**src/rtl/load_store_unit_if.sv**
```systemverilog
// Request/response and data-memory signals between the execute stage, the load/store unit and the 64-word memory.
// master = requester side (also supplies MemReadData); slave = the load/store unit.
interface load_store_unit_if #(
  parameter int WORD_ADDR_W = 6
);
  logic                   ReqValid;
  logic                   ReqReady;
  logic                   ReqStore;
  logic [1:0]             ReqSize;
  logic                   ReqUnsigned;
  logic [WORD_ADDR_W+1:0] ReqAddr;
  logic [31:0]            ReqWData;
  logic [31:0]            LoadData;
  logic                   LoadValid;
  logic                   StoreDone;
  logic                   AddrError;
  logic [WORD_ADDR_W-1:0] MemAddress;
  logic [31:0]            MemWriteData;
  logic                   MemoryRead;
  logic                   MemoryWrite;
  logic [31:0]            MemReadData;

  modport master (
    output ReqValid, ReqStore, ReqSize, ReqUnsigned, ReqAddr, ReqWData, MemReadData,
    input  ReqReady, LoadData, LoadValid, StoreDone, AddrError,
           MemAddress, MemWriteData, MemoryRead, MemoryWrite
  );

  modport slave (
    input  ReqValid, ReqStore, ReqSize, ReqUnsigned, ReqAddr, ReqWData, MemReadData,
    output ReqReady, LoadData, LoadValid, StoreDone, AddrError,
           MemAddress, MemWriteData, MemoryRead, MemoryWrite
  );
endinterface

```
**src/rtl/load_store_unit.sv**
```systemverilog
// MIPS byte/half/word loads and stores onto a word memory; load result 3 cycles after accept, store done 2 (word) or 4 (sub-word).
// One request in flight: ReqReady only in IDLE; misaligned/illegal requests are accepted, dropped and flagged with AddrError.
module load_store_unit #(
  parameter int WORD_ADDR_W = 6
) (
  input  logic             Clock,
  input  logic             Reset_n,
  load_store_unit_if.slave bus
);

  localparam logic [1:0] IDLE  = 2'd0;
  localparam logic [1:0] READ  = 2'd1;
  localparam logic [1:0] MERGE = 2'd2;
  localparam logic [1:0] WRITE = 2'd3;

  localparam logic [1:0] SZ_BYTE = 2'b00;
  localparam logic [1:0] SZ_HALF = 2'b01;
  localparam logic [1:0] SZ_WORD = 2'b10;

  logic [1:0]             state;
  logic [WORD_ADDR_W+1:0] addr_q;
  logic [1:0]             size_q;
  logic                   store_q;
  logic                   uns_q;
  logic [31:0]            wbuf_q;
  logic [31:0]            load_data_q;
  logic                   load_valid_q;
  logic                   store_done_q;
  logic                   addr_err_q;

  logic                   req_err;
  logic [7:0]             rd_byte;
  logic [15:0]            rd_half;
  logic [31:0]            load_ext;
  logic [31:0]            merged;

  always_comb begin
    req_err = (bus.ReqSize == 2'b11)
           || (bus.ReqSize == SZ_HALF && bus.ReqAddr[0])
           || (bus.ReqSize == SZ_WORD && bus.ReqAddr[1:0] != 2'b00);
  end

  // Lane extraction and sign/zero extension for the MERGE cycle of a load.
  always_comb begin
    rd_byte = 8'h00;
    case (addr_q[1:0])
      2'd0:    rd_byte = bus.MemReadData[7:0];
      2'd1:    rd_byte = bus.MemReadData[15:8];
      2'd2:    rd_byte = bus.MemReadData[23:16];
      default: rd_byte = bus.MemReadData[31:24];
    endcase
    rd_half = addr_q[1] ? bus.MemReadData[31:16] : bus.MemReadData[15:0];
    case (size_q)
      SZ_BYTE: load_ext = {{24{~uns_q & rd_byte[7]}}, rd_byte};
      SZ_HALF: load_ext = {{16{~uns_q & rd_half[15]}}, rd_half};
      default: load_ext = bus.MemReadData;
    endcase
  end

  // Sub-word store: replace only the addressed lane of the word just read.
  always_comb begin
    merged = bus.MemReadData;
    if (size_q == SZ_BYTE) begin
      case (addr_q[1:0])
        2'd0:    merged[7:0]   = wbuf_q[7:0];
        2'd1:    merged[15:8]  = wbuf_q[7:0];
        2'd2:    merged[23:16] = wbuf_q[7:0];
        default: merged[31:24] = wbuf_q[7:0];
      endcase
    end else if (addr_q[1]) begin
      merged[31:16] = wbuf_q[15:0];
    end else begin
      merged[15:0] = wbuf_q[15:0];
    end
  end

  always_ff @(posedge Clock or negedge Reset_n) begin
    if (!Reset_n) begin
      state        <= IDLE;
      addr_q       <= '0;
      size_q       <= 2'b00;
      store_q      <= 1'b0;
      uns_q        <= 1'b0;
      wbuf_q       <= 32'h0;
      load_data_q  <= 32'h0;
      load_valid_q <= 1'b0;
      store_done_q <= 1'b0;
      addr_err_q   <= 1'b0;
    end else begin
      load_valid_q <= 1'b0;
      store_done_q <= 1'b0;
      addr_err_q   <= 1'b0;
      case (state)
        IDLE: begin
          if (bus.ReqValid) begin
            addr_q  <= bus.ReqAddr;
            size_q  <= bus.ReqSize;
            store_q <= bus.ReqStore;
            uns_q   <= bus.ReqUnsigned;
            wbuf_q  <= bus.ReqWData;
            if (req_err) begin
              addr_err_q <= 1'b1;
            end else if (bus.ReqStore && bus.ReqSize == SZ_WORD) begin
              state <= WRITE;
            end else begin
              state <= READ;
            end
          end
        end
        READ: state <= MERGE;
        MERGE: begin
          if (store_q) begin
            wbuf_q <= merged;
            state  <= WRITE;
          end else begin
            load_data_q  <= load_ext;
            load_valid_q <= 1'b1;
            state        <= IDLE;
          end
        end
        default: begin
          store_done_q <= 1'b1;
          state        <= IDLE;
        end
      endcase
    end
  end

  // Memory controls depend only on state and latched registers, so they hold steady across the negedge write.
  assign bus.ReqReady     = (state == IDLE);
  assign bus.MemoryRead   = (state == READ);
  assign bus.MemoryWrite  = (state == WRITE);
  assign bus.MemAddress   = addr_q[WORD_ADDR_W+1:2];
  assign bus.MemWriteData = wbuf_q;
  assign bus.LoadData     = load_data_q;
  assign bus.LoadValid    = load_valid_q;
  assign bus.StoreDone    = store_done_q;
  assign bus.AddrError    = addr_err_q;

endmodule

```
**src/flat_wrapper.sv**
```systemverilog
// flat-port wrapper written by rule: the top's interface ports become plain ports
module load_store_unit_flat 
#(
  parameter int WORD_ADDR_W = 6
)
  (Clock, Reset_n, bus_ReqValid, bus_ReqStore, bus_ReqSize, bus_ReqUnsigned, bus_ReqAddr, bus_ReqWData, bus_MemReadData, bus_ReqReady, bus_LoadData, bus_LoadValid, bus_StoreDone, bus_AddrError, bus_MemAddress, bus_MemWriteData, bus_MemoryRead, bus_MemoryWrite);
  load_store_unit_if #(.WORD_ADDR_W(WORD_ADDR_W)) bus_i ();
  input  logic Clock;
  input  logic Reset_n;
  input wire logic [$bits(bus_i.ReqValid)-1:0] bus_ReqValid;
  input wire logic [$bits(bus_i.ReqStore)-1:0] bus_ReqStore;
  input wire logic [$bits(bus_i.ReqSize)-1:0] bus_ReqSize;
  input wire logic [$bits(bus_i.ReqUnsigned)-1:0] bus_ReqUnsigned;
  input wire logic [$bits(bus_i.ReqAddr)-1:0] bus_ReqAddr;
  input wire logic [$bits(bus_i.ReqWData)-1:0] bus_ReqWData;
  input wire logic [$bits(bus_i.MemReadData)-1:0] bus_MemReadData;
  output wire logic [$bits(bus_i.ReqReady)-1:0] bus_ReqReady;
  output wire logic [$bits(bus_i.LoadData)-1:0] bus_LoadData;
  output wire logic [$bits(bus_i.LoadValid)-1:0] bus_LoadValid;
  output wire logic [$bits(bus_i.StoreDone)-1:0] bus_StoreDone;
  output wire logic [$bits(bus_i.AddrError)-1:0] bus_AddrError;
  output wire logic [$bits(bus_i.MemAddress)-1:0] bus_MemAddress;
  output wire logic [$bits(bus_i.MemWriteData)-1:0] bus_MemWriteData;
  output wire logic [$bits(bus_i.MemoryRead)-1:0] bus_MemoryRead;
  output wire logic [$bits(bus_i.MemoryWrite)-1:0] bus_MemoryWrite;
  assign bus_i.ReqValid = bus_ReqValid;
  assign bus_i.ReqStore = bus_ReqStore;
  assign bus_i.ReqSize = bus_ReqSize;
  assign bus_i.ReqUnsigned = bus_ReqUnsigned;
  assign bus_i.ReqAddr = bus_ReqAddr;
  assign bus_i.ReqWData = bus_ReqWData;
  assign bus_i.MemReadData = bus_MemReadData;
  assign bus_ReqReady = bus_i.ReqReady;
  assign bus_LoadData = bus_i.LoadData;
  assign bus_LoadValid = bus_i.LoadValid;
  assign bus_StoreDone = bus_i.StoreDone;
  assign bus_AddrError = bus_i.AddrError;
  assign bus_MemAddress = bus_i.MemAddress;
  assign bus_MemWriteData = bus_i.MemWriteData;
  assign bus_MemoryRead = bus_i.MemoryRead;
  assign bus_MemoryWrite = bus_i.MemoryWrite;
  load_store_unit #(.WORD_ADDR_W(WORD_ADDR_W)) u_core (.Clock(Clock), .Reset_n(Reset_n), .bus(bus_i));
endmodule
```
**config.mk**
```make
export PLATFORM = sky130hd
export DESIGN_NAME = load_store_unit_flat
export DESIGN_NICKNAME = d
export VERILOG_FILES = /design/src/rtl/load_store_unit_if.sv /design/src/rtl/load_store_unit.sv /design/src/flat_wrapper.sv
export SDC_FILE = /design/constraint.sdc
export NUM_CORES = 1
export LEC_CHECK = 0
export CAP_MARGIN = 20
export CORE_AREA = 5 5 125 91
export CTS_CLUSTER_DIAMETER = 40
export CTS_CLUSTER_SIZE = 24
export DETAILED_ROUTE_END_ITERATION = 8
export DIE_AREA = 0 0 130 96
export PLACE_DENSITY = 0.8
export SETUP_SLACK_MARGIN = 0.5
export SLEW_MARGIN = 20
export SYNTH_ARGS = -nofsm -noshare
export SYNTH_HDL_FRONTEND = slang
export SYNTH_SLANG_ARGS = --single-unit
```
**constraint.sdc**
```tcl
create_clock -name Clock -period 2.2 [get_ports Clock]
set_input_delay 0.44 -clock Clock [delete_from_list [all_inputs] [get_ports Clock]]
set_output_delay 0.44 -clock Clock [all_outputs]
set_load 0.005 [all_outputs]
```
==> metrics.md <==
| Metric | Value |
|---|---|
| Run status | finished, final reports clean |
| CTS root buffer | clkbuf_16 |
| RSZ-0062 raised after global routing | yes |
| Cell Chain, Critical Path | buf_6, mux2_4, o2111a_2, buf_4, a221oi_1, a21oi_1 |
| DP HPWL | 11.5 mm |
| Nets | 745 |
| DR DRC count | 0 |
| Crit path from | u_core.addr_q[1]$_DFFE_PN0P_ |
| Yosys reg bits | 81 |
| R2R Path Start | u_core.addr_q[1]$_DFFE_PN0P_ |
| H-tree Lvls | 3 |
| Minimum clock period | 1.81 ns |
| Total congestion overflow | 0 |
| Die Height | 96 um |
| Leakage | 2.94 nW |
| Setup TNS | 0 ns |
| Async SR Flop Fraction | 100% |
| TritonCTS Buffers | 9 |
| Required @ worst endpoint | 2.42 ns |
| Post-synth top area share | 45.1% |
| Clock latency at the later pin of the worst-skew pair | 0.34 ns |
| Pre-Repair DR Iteration Count | 5 |
| Syn_nets | 569 |
| Max incr delay on CP | 0.43 ns |
| Max-Cap Viols | 0 |
| Kind of start point of the critical path | flip-flop |
| TritonCTS clock tree | built |
| Initial antenna violation count | 0 |
| DR vias | 4,777 |
| IO Count | 155 |
| Largest net degree at the start of global routing | 49 |
| CP Max Fanout | 4 |
| Initial Utilization | 44.6% |
| EDFF count, synth | 0 |
| Most frequent cells in the layout | clkdlybuf4s50_1, dfrtp_1, nand2_1, a21oi_1, nor2_1 |
| WL per Instance | 21.0 um |
| Post-Synthesis Cells | 490 |
| Die Area | 12,500 sq um |
| Post-Route Skew | 0.00358 ns |
| Post-synth top area cell | dfrtp_1 |
| Slew headroom | 68.9% |
| # rows | 31 |
| First-pass GRT wire length | 25.0 mm |
| Pwr Density | 1500 nW/um^2 |
| Worst Tran Pin Value | 0.467 ns |
| Commonest non-fill, non-tap cell in the layout | clkdlybuf4s50_1 |
| CP Data Arrival Time | 2.03 ns |
| Synth cell types | 43 |
| Routability Congestion | 0.898 |
| TritonCTS Sinks | 81 |
| Top FF cell, synth | dfrtp_1 |
| Routed Antenna Nets | 0 |
| DRT Wirelength | 16.9 mm |
| Vias in the first global route | 4,755 |
| Yosys Warn Count | 0 |
| I/O Buffers | 154 |
| Final setup vio count | 0 |
| Post-synthesis sequential area ratio | 45.1% |
| Critical-path top delay cell | dfrtp_2 |
| Fillers | 756 |
| Chip width | 130 um |
| Critical path class | reg2reg |
| Tcrit/Tclk final | 82.4% |
| Crit end category | flip-flop |
| GRT Util Overall | 25.9% |
| Syn_area_per_cell | 9.17 sq um |
| Clock Path Buffers | 2 |
| Core ar. | 10,100 sq um |
| Achievable frequency | 0.552 GHz |
| 1st-iter DRT viols | 478 |
| Synth area leaders | dfrtp_1, a21oi_1, mux2_2, nand2_1, nor2_1 |
| Peak VDD IR | 0.000704 V |
| Layout area overhead | 56.9% |
| Max Slew Vio Count | 0 |
| Share of cells above drive strength 1 | 24.1% |
| Area of the mapped netlist | 4490 sq um |
| Routed vias/inst | 5.95 |
| Hold violation total from the final report | 0 |
| Diode count | 0 |
| Worst hold slack | 0.0459 ns |
| Reg clk slew, reported paths | 0.06 ns |
| Hold Path Class | in2async |
[cells in the mapped netlist (8+ instances only)]
cell type,number
a31o_2,8
a31oi_1,15
a211o_1,8
mux2i_1,14
nand2_1,61
dfrtp_1,81
clkbuf_1,24
a2111oi_0,8
a21oi_1,61
nor2b_1,9
and2_1,9
nor2_1,57
buf_2,11
and3_1,9
mux2_2,25
o21ai_0,26
[cell families after synthesis]
logic type | share of synthesized area (%)
compound gates | 22.5
buf+inv | 5.57
flops | 45.1
mux | 9.72
simple gates | 17.1
[report_power, final]
group          switching [mW]  internal (mW)  leakage (nW)
Clock                   0.607          0.988         0.152
Sequential              0.503           2.26         0.923
Combinational            2.98           3.26          1.87
Total                    4.09           6.51          2.94
[worst max-delay path, delay by kind of cell (launching register included)]
kind,cells,cell delay [ns]
AO/OA/AOI/OAI,3,0.65
buffers and inverters,2,0.29
flip-flops,1,0.43
multiplexers,1,0.31
[final timing paths]
path | cells past startpoint | end | slack (ns)
setup / recovery | 6 | u_core.bus.LoadData[7]$_DFFE_PN0N_ | 0.39
hold / removal | 1 | u_core.bus.StoreDone$_DFF_PN0_ | 0.05
setup reg to reg | 6 | u_core.bus.LoadData[7]$_DFFE_PN0N_ | 0.39
hold reg to reg | 2 | u_core.bus.MemWriteData[17]$_DFFE_PN0P_ | 0.48
max in group asynchronous | 2 | u_core.bus.MemWriteData[4]$_DFFE_PN0P_ | 1.51
min in group Clock | 2 | u_core.bus.MemWriteData[17]$_DFFE_PN0P_ | 0.48
[routing by layer]
layer	GRT usage [%]	routed length, um	vias up
li1	-	-	2101
met5	0	0	-
met2	42.2	7930	274
met3	6.99	1590	48
met1	34.0	6940	2354
met4	7.70	413	0
[repair_timing]
action | CTS | global route
endpoints found under the setup margin | 74 | 78
resized for setup | 36 | 67
buffers inserted | 16 | 12
hold buffers | 0 | 0
gates cloned | 0 | 1
pin swaps | 10 | 3
[sequential cells by signal (all words and copies together) (netlist names)]
signal and cells:
u_core.bus.LoadValid 1, u_core.bus.MemWriteData 32, u_core.bus.LoadData 32, u_core.uns_q 1
u_core.bus.AddrError 1, u_core.bus.StoreDone 1, u_core.state 2, u_core.addr_q 8
u_core.store_q 1, u_core.size_q 2
[per-stage QoR]
step                      util, %  setup WS (ns)  std cells  power [mW]  area [sq um]
after CTS                    66.7          0.363        790        9.92          6730
after floorplan                 -          0.465        490        5.52          4510
after global routing         69.9          0.330        803        11.2          7050
after global placement       61.8         0.0889        758        7.77          6230
after detailed placement     61.8         0.0307        758        7.95          6230
final                        69.9          0.388        803        10.6          7050
[layout make-up]
| class | count | area (sq um) | share of cell area, % |
|---|---|---|---|
| multi-input cells | 360 | 2420 | 34.3 |
| repair buffers | 211 | 2100 | 29.8 |
| flip-flops and latches | 81 | 2040 | 28.9 |
| clock buffers | 10 | 229 | 3.25 |
| well taps | 132 | 165 | 2.34 |
| clock inverters | 6 | 82.6 | 1.17 |
| inverters | 3 | 12.5 | 0.177 |
Note: power is estimated with default switching activity, not from simulation.
